## config.mk

```make
export PLATFORM = sky130hd
export DESIGN_NAME = brch_redirect_ctrl
export DESIGN_NICKNAME = d
export VERILOG_FILES = /design/src/rtl/brch_redirect_ctrl.sv
export SDC_FILE = /design/constraint.sdc
export NUM_CORES = 1
export LEC_CHECK = 0
export BUFFER_PORTS_ARGS = -buffer_cell sky130_fd_sc_hd__buf_4
export CORE_MARGIN = 1.5
export CORE_UTILIZATION = 54
export DETAILED_ROUTE_END_ITERATION = 7
export GPL_ROUTABILITY_DRIVEN = 1
export PLACE_DENSITY = 0.85
export REMOVE_ABC_BUFFERS = 1
export SLEW_MARGIN = 30
export SYNTH_ARGS = -nofsm -noshare
export SYNTH_HDL_FRONTEND = slang
export SYNTH_SLANG_ARGS = --single-unit
```

## constraint.sdc

```tcl
create_clock -name clk -period 1.8 [get_ports clk]
set_input_delay 0.09 -clock clk [delete_from_list [all_inputs] [get_ports clk]]
set_output_delay 0.09 -clock clk [all_outputs]
set_load 0.05 [all_outputs]
```

## src/rtl/brch_redirect_ctrl.sv

```systemverilog
`default_nettype none
// ---------------------------------------------------------------------------
// brch_redirect_ctrl : fetch PC owner, branch/jump redirect, squash and HALT
// Rev 1.0
// ---------------------------------------------------------------------------
module brch_redirect_ctrl #(
    parameter logic [15:0] RESET_PC = 16'h0000
) (
    input  logic        clk,
    input  logic        rst_n,
    input  logic        BrchOrJmpSig,
    input  logic        ex_valid,
    input  logic [15:0] brch_target,
    input  logic        fetch_stall,
    input  logic        imem_busy,
    input  logic        halt,
    output logic [15:0] PC,
    output logic        flush_ifid,
    output logic        flush_idex,
    output logic        redirect_pending,
    output logic        halted,
    output logic [15:0] redirect_cnt
);

    typedef enum logic [1:0] {
        ST_RUN  = 2'd0,
        ST_PEND = 2'd1,
        ST_HLT  = 2'd2
    } state_t;

    state_t      state_q, state_d;
    logic [15:0] pc_q, pc_d;
    logic [15:0] tgt_q, tgt_d;
    logic [15:0] cnt_q, cnt_d;
    logic        cnt_inc;

    logic take;
    logic hlt;

    assign take = ex_valid & BrchOrJmpSig;
    assign hlt  = ex_valid & halt;

    always_ff @(posedge clk or negedge rst_n) begin
        if (!rst_n) begin
            state_q <= ST_RUN;
            pc_q    <= RESET_PC;
            tgt_q   <= 16'h0000;
            cnt_q   <= 16'h0000;
        end else begin
            state_q <= state_d;
            pc_q    <= pc_d;
            tgt_q   <= tgt_d;
            cnt_q   <= cnt_d;
        end
    end

    always_comb begin
        state_d          = state_q;
        pc_d             = pc_q;
        tgt_d            = tgt_q;
        cnt_inc          = 1'b0;
        flush_ifid       = 1'b0;
        flush_idex       = 1'b0;
        redirect_pending = 1'b0;

        case (state_q)
            ST_RUN: begin
                // HALT wins over a simultaneous taken branch: no redirect, no count
                if (hlt) begin
                    state_d    = ST_HLT;
                    flush_ifid = 1'b1;
                end else if (take) begin
                    flush_ifid = 1'b1;
                    flush_idex = 1'b1;
                    cnt_inc    = 1'b1;
                    if (imem_busy) begin
                        tgt_d   = brch_target;
                        state_d = ST_PEND;
                    end else begin
                        pc_d = brch_target;
                    end
                end else if (!fetch_stall && !imem_busy) begin
                    pc_d = pc_q + 16'd2;
                end
            end
            ST_PEND: begin
                redirect_pending = 1'b1;
                flush_ifid       = 1'b1;
                if (!imem_busy) begin
                    pc_d    = tgt_q;
                    state_d = ST_RUN;
                end
            end
            ST_HLT: begin
                state_d = ST_HLT;
            end
            default: begin
                state_d = ST_RUN;
            end
        endcase

        cnt_d = (cnt_inc && cnt_q != 16'hFFFF) ? cnt_q + 16'd1 : cnt_q;
    end

    assign PC           = pc_q;
    assign halted       = (state_q == ST_HLT);
    assign redirect_cnt = cnt_q;

endmodule
`default_nettype wire

```

# ---- Word level (Yosys, flattened, before mapping)
# Cells that the tools add are included.
dict set report op_classes {
  add_sub_neg 2
  bitwise 3
  n_reduce_logical 9
  eq_ne 9
  muxes 17
}
# operator n
set ops {}
lappend ops {{$mux 16} 5}
lappend ops {{$pmux 16 s2} 1}
lappend ops {{$add 16x1->16 const B} 1}
lappend ops {{$add 16x2->16 const B} 1}
lappend ops {{$ne 16x16->1 const B} 1}
lappend ops {{$ne 3x3->1 const B} 4}
lappend ops {{$mux 2} 4}
lappend ops {{$pmux 2 s3} 1}
lappend ops {{$mux 1} 5}
lappend ops {{$reduce_and 5->1} 1}
lappend ops {{$ne 2x2->1 const B} 2}
lappend ops {{$reduce_and 4->1} 1}
lappend ops {{$reduce_and 3->1} 1}
lappend ops {{$and 1x1->1} 2}
lappend ops {{$eq 2x1->1 const B} 1}
lappend ops {{$eq 2x2->1 const B} 1}
lappend ops {{$logic_and 1x1->1} 2}
lappend ops {{$logic_not 1->1} 2}
lappend ops {{$logic_not 2->1} 1}
lappend ops {{$pmux 1 s2} 1}
lappend ops {{$reduce_bool 2->1} 1}
lappend ops {{$not 1->1} 1}
dict set report word_totals {
  elab_cells 44
  output_inout_bits 36
  regBits 50
}

# ---- Longest topological paths before layout
dict set report depth {
  ltp_word 6
  mapped_depth 6
}

# ---- Least setup slack after synthesis
# OpenSTA, ideal clock, no wires.
dict set report synth_timing {
  path_type {register to register}
  start {reg state_q[0]}
  end {reg tgt_q[10]}
  period_less_slack_ps 2030
  required_ps 1675
  setup_slack_ps -230
  stages_incl_launch_ff 5
  path_buffers 1
  arrival_ps 1906
  cell_sequence {dfrtp_1 > nor4_4 > nand2_2 > buf_6 > mux2_2}
}
dict set report synth_via {
  elab_chain_len 2
}
# element line_no
set synth_lines {}
lappend synth_lines {{start: declaration} 31} ;# state_t state_q, state_d;
lappend synth_lines {{start signal: assignment} 50} ;# state_q <= state_d;
lappend synth_lines {{$logic_not 2->1} 66} ;# case (state_q)
lappend synth_lines {{$reduce_and 4->1 (no line)} n/a}
lappend synth_lines {{end signal: assignment} 52} ;# tgt_q <= tgt_d;
lappend synth_lines {{end: declaration} 33} ;# logic [15:0] tgt_q, tgt_d;
# Every way passes these cells.
# A chain may end at the register's enable or synchronous reset.

# ---- Worst setup path after layout
dict set report layout_timing {
  start {reg state_q[1]}
  end {out flush_idex}
}
dict set report layout_via {
  elab_chain_len 2
}
# element line_no
set layout_lines {}
lappend layout_lines {{$logic_not 2->1} 66}
lappend layout_lines {{$mux 1} 66}
lappend layout_lines {{end: declaration} 19} ;# output logic flush_idex,
# Every way passes these cells.

==> results.sh <==
export IMPL_port_buffer_count=58
export IMPL_drive_gt1_share_pct=32.95
export IMPL_dr_first_iter_drc_count=239
export IMPL_diodes=0
export IMPL_leakagePower_nw=1.606
export IMPL_die_x_um=73.35
export IMPL_total_congestion_overflow=0
export IMPL_worst_clock_skew_ns=0.008023
export IMPL_finalMaxSlewViolations=0
export IMPL_crit_arrival_ns=1.64
export IMPL_slowest_delay_ns=0.43
export IMPL_synth_lib_cells_used_distinct=52
export IMPL_core_area_um2=4755
export IMPL_path_common_cell="sky130_fd_sc_hd__buf_4"
export IMPL_max_cap_violations=0
export IMPL_timing_final_setup_violations=0
export IMPL_die_h_um=73.35
export IMPL_path_cells="buf_4, nor4_4, buf_4, buf_4"
export IMPL_power_density_cell_area_nw_per_um2=999.5
export IMPL_starting_density_of_the_core_pct=56.21
export IMPL_synth_edff_count=0
export IMPL_asyncSetResetFlopFracSynth_pct=100.0
export IMPL_ir_drop_v=0.0005948
export IMPL_outcome="finished clean"
export IMPL_layout_area_overhead_vs_synth_pct=28.32
export IMPL_antenna_found_initial=0
export IMPL_slew_headroom_pct=58.31
export IMPL_critical_path_peak_fanout=5
export IMPL_share_of_the_clock_period_used_by_the_worst_path_pct=96.32
export IMPL_die_area_um2=5380
export IMPL_cts_inserted_buffers=5
export IMPL_place_congestion=0.8479
export IMPL_drcViolationCount=0
export IMPL_io_pins=59
export IMPL_timing_worst_setup_path_type="register to output port"
export IMPL_fp_row_count=25
export IMPL_setup_worst_path_start="state_q[1]"
export IMPL_hp_start="brch_target[5]"
export IMPL_final_hold_viol_count=0
export IMPL_cts_repair_timing_setup_buffer_count=0
export IMPL_dpl_hpwl_mm=4.798
export IMPL_finalHoldWorstSlack_ns=0.01790
export IMPL_first_pass_iters=5
export IMPL_clk_pin_slew_worst_paths_ns=0.09
export IMPL_critical_path_endpoint_type="output port"
export IMPL_number_of_nets_still_failing_antenna_checks_after_routing=0
export IMPL_number_of_filler_cells_placed_in_the_layout=370
export IMPL_most_common_layout_cells="sky130_fd_sc_hd__buf_4, sky130_fd_sc_hd__dfrtp_1, sky130_fd_sc_hd__a21oi_1, sky130_fd_sc_hd__nor2_1, sky130_fd_sc_hd__nand2_1"
export IMPL_synthesis_instances=273
export IMPL_grt_start_max_net_pins=51
export IMPL_postLayoutCellArea_um2=3430
export IMPL_fin_nets=376
export IMPL_route_vias_total=2443
export IMPL_routed_len_inst_um=16.18
export IMPL_reg2reg_from="state_q[0]"
export IMPL_cts_root_buf="sky130_fd_sc_hd__clkbuf_8"
export IMPL_flip_flop_and_latch_count_after_synthesis=50
export IMPL_timing_final_crit_period_ns=1.734
export IMPL_hold_class="input port to register"
export IMPL_seq_area_frac_synth_pct=46.82
export IMPL_layout_cells_most_common="sky130_fd_sc_hd__buf_4"
export IMPL_critPathLaunchType="register"
export IMPL_place_area_um2=3302
export IMPL_vias_per_cell=5.831
export IMPL_numClockSinks=50
export IMPL_worstMarginPinSlew_ns=0.6254
export IMPL_grt_use_total_pct=26.52
export IMPL_finalWirelength_mm=6.778
export IMPL_vias_in_the_first_global_route=2401
export IMPL_clock_tree_buffer_depth=2
export IMPL_slowest_stage="sky130_fd_sc_hd__dfrtp_1"
export IMPL_achievable_frequency_ghz=0.5768
export IMPL_wire_length_of_the_first_global_routing_pass_mm=11.03
export IMPL_rsz0062_at_grt="no"
export IMPL_synth_warning_count=0
export IMPL_htree_num_levels=2
export IMPL_tritoncts="built"
export IMPL_post_synth_cell_area_avg_um2=9.790
export IMPL_required_time_at_the_worst_slack_endpoint_ns=1.71
export IMPL_dominantRegCellSynth="sky130_fd_sc_hd__dfrtp_1"
export IMPL_post_synth_instance_area_um2=2673
export IMPL_clock_latency_ns=0.31
[cell usage after synthesis (all sizes together) (2+ instances only)]
cell	number	area, um2
a211oi	2	15.01
a21oi	33	165.2
a2bb2oi	2	17.52
a31oi	2	12.51
a32oi	3	26.28
and2	2	15.02
and3	6	37.54
and4	4	35.03
buf	7	47.54
clkbuf	4	15.01
dfrtp	50	1251
ha	2	25.02
inv	7	26.28
mux2	18	206.4
nand2	24	92.59
nand2b	3	18.77
nand3	12	65.06
nand4	9	56.30
nor2	25	93.84
nor4	2	27.53
o21a	3	22.52
o21ai	11	55.05
o221ai	3	26.28
o22ai	3	18.77
xnor2	11	96.34
xor2	6	52.55
[timing repair]
item	4_1_cts	5_1_grt
hold buffers	1	0
setup endpoints to repair	0	12
hold endpoints to repair	50	0
gates resized for setup	0	3
[sequential cells by signal, summed over array words and instances, names as in the netlist]
name,flops
redirect_cnt,16
state_q,2
PC,16
tgt_q,16
[critical path, delay by kind of cell (launching register included)]
family        cells  cell delay (ns)
buf+inv           3             0.56
flops             1             0.43
simple gates      1             0.35
[path summary, 6_finish.rpt]
| check | to | slack (ns) | cells past startpoint |
|---|---|---|---|
| setup reg to reg | redirect_cnt[11] | 0.08 | 5 |
| hold / removal | tgt_q[5] | 0.02 | 2 |
| setup / recovery | flush_idex | 0.07 | 4 |
| max in group asynchronous | tgt_q[14] | 1.02 | 2 |
| hold reg to reg | PC[0] | 0.49 | 2 |
| min in group asynchronous | PC[12] | 0.37 | 2 |
[cells by family (layout without fill, tap and decap cells)]
family                   Yosys count  after routing  synth area share, %
AO/OA/AOI/OAI                     73             73                16.85
AND/OR/NAND/NOR                   94             94                18.63
multiplexers                      18             18                7.724
flip-flops                        50             50                46.82
adder cells (fa/ha/maj)            2              2               0.9362
XOR/XNOR                          17             17                5.571
buffers and inverters             19             98                3.464
[routing by layer]
layer  track usage (%)  part of all wire (%)  vias to the layer above
met3             6.447                   5.9                       22
li1                  -                     -                     1147
met4             9.259                   2.3                        0
met1             35.62                    43                     1188
met2             42.12                    48                       86
met5                 0                     0                        -
[metrics by stage]
| step | setup WS, ns | total power, mW | utilization, % | std cells | setup TNS (ns) |
|---|---|---|---|---|---|
| floorplan | -0.4743 | 2.229 | - | 262 | -9.493 |
| global placement | 0.1629 | 2.610 | 69.45 | 410 | 0 |
| detailed placement | 0.09220 | 2.647 | 69.45 | 410 | 0 |
| CTS | 0.06047 | 3.441 | 71.97 | 419 | 0 |
| global route | 0.002048 | 3.593 | 72.13 | 419 | 0 |
| finish | 0.06629 | 3.428 | 72.13 | 419 | 0 |
[layout make-up]
cell class              instances  area (um2)  share of cell area [%]
multi-input cells             204        1336                   38.96
flip-flops and latches         50        1251                   36.48
repair buffers                 82       618.1                   18.02
well taps                      67       83.83                   2.444
clock buffers                   6       72.57                   2.116
clock inverters                 2       37.54                   1.094
inverters                       8       30.03                  0.8756
[power breakdown]
part,switching [mW],total [mW],internal [mW]
Clock,0.380,0.795,0.415
Combinational,0.743,1.17,0.424
Sequential,0.179,1.47,1.29
Total,1.30,3.43,2.13
(Power assumes the default switching activity.)
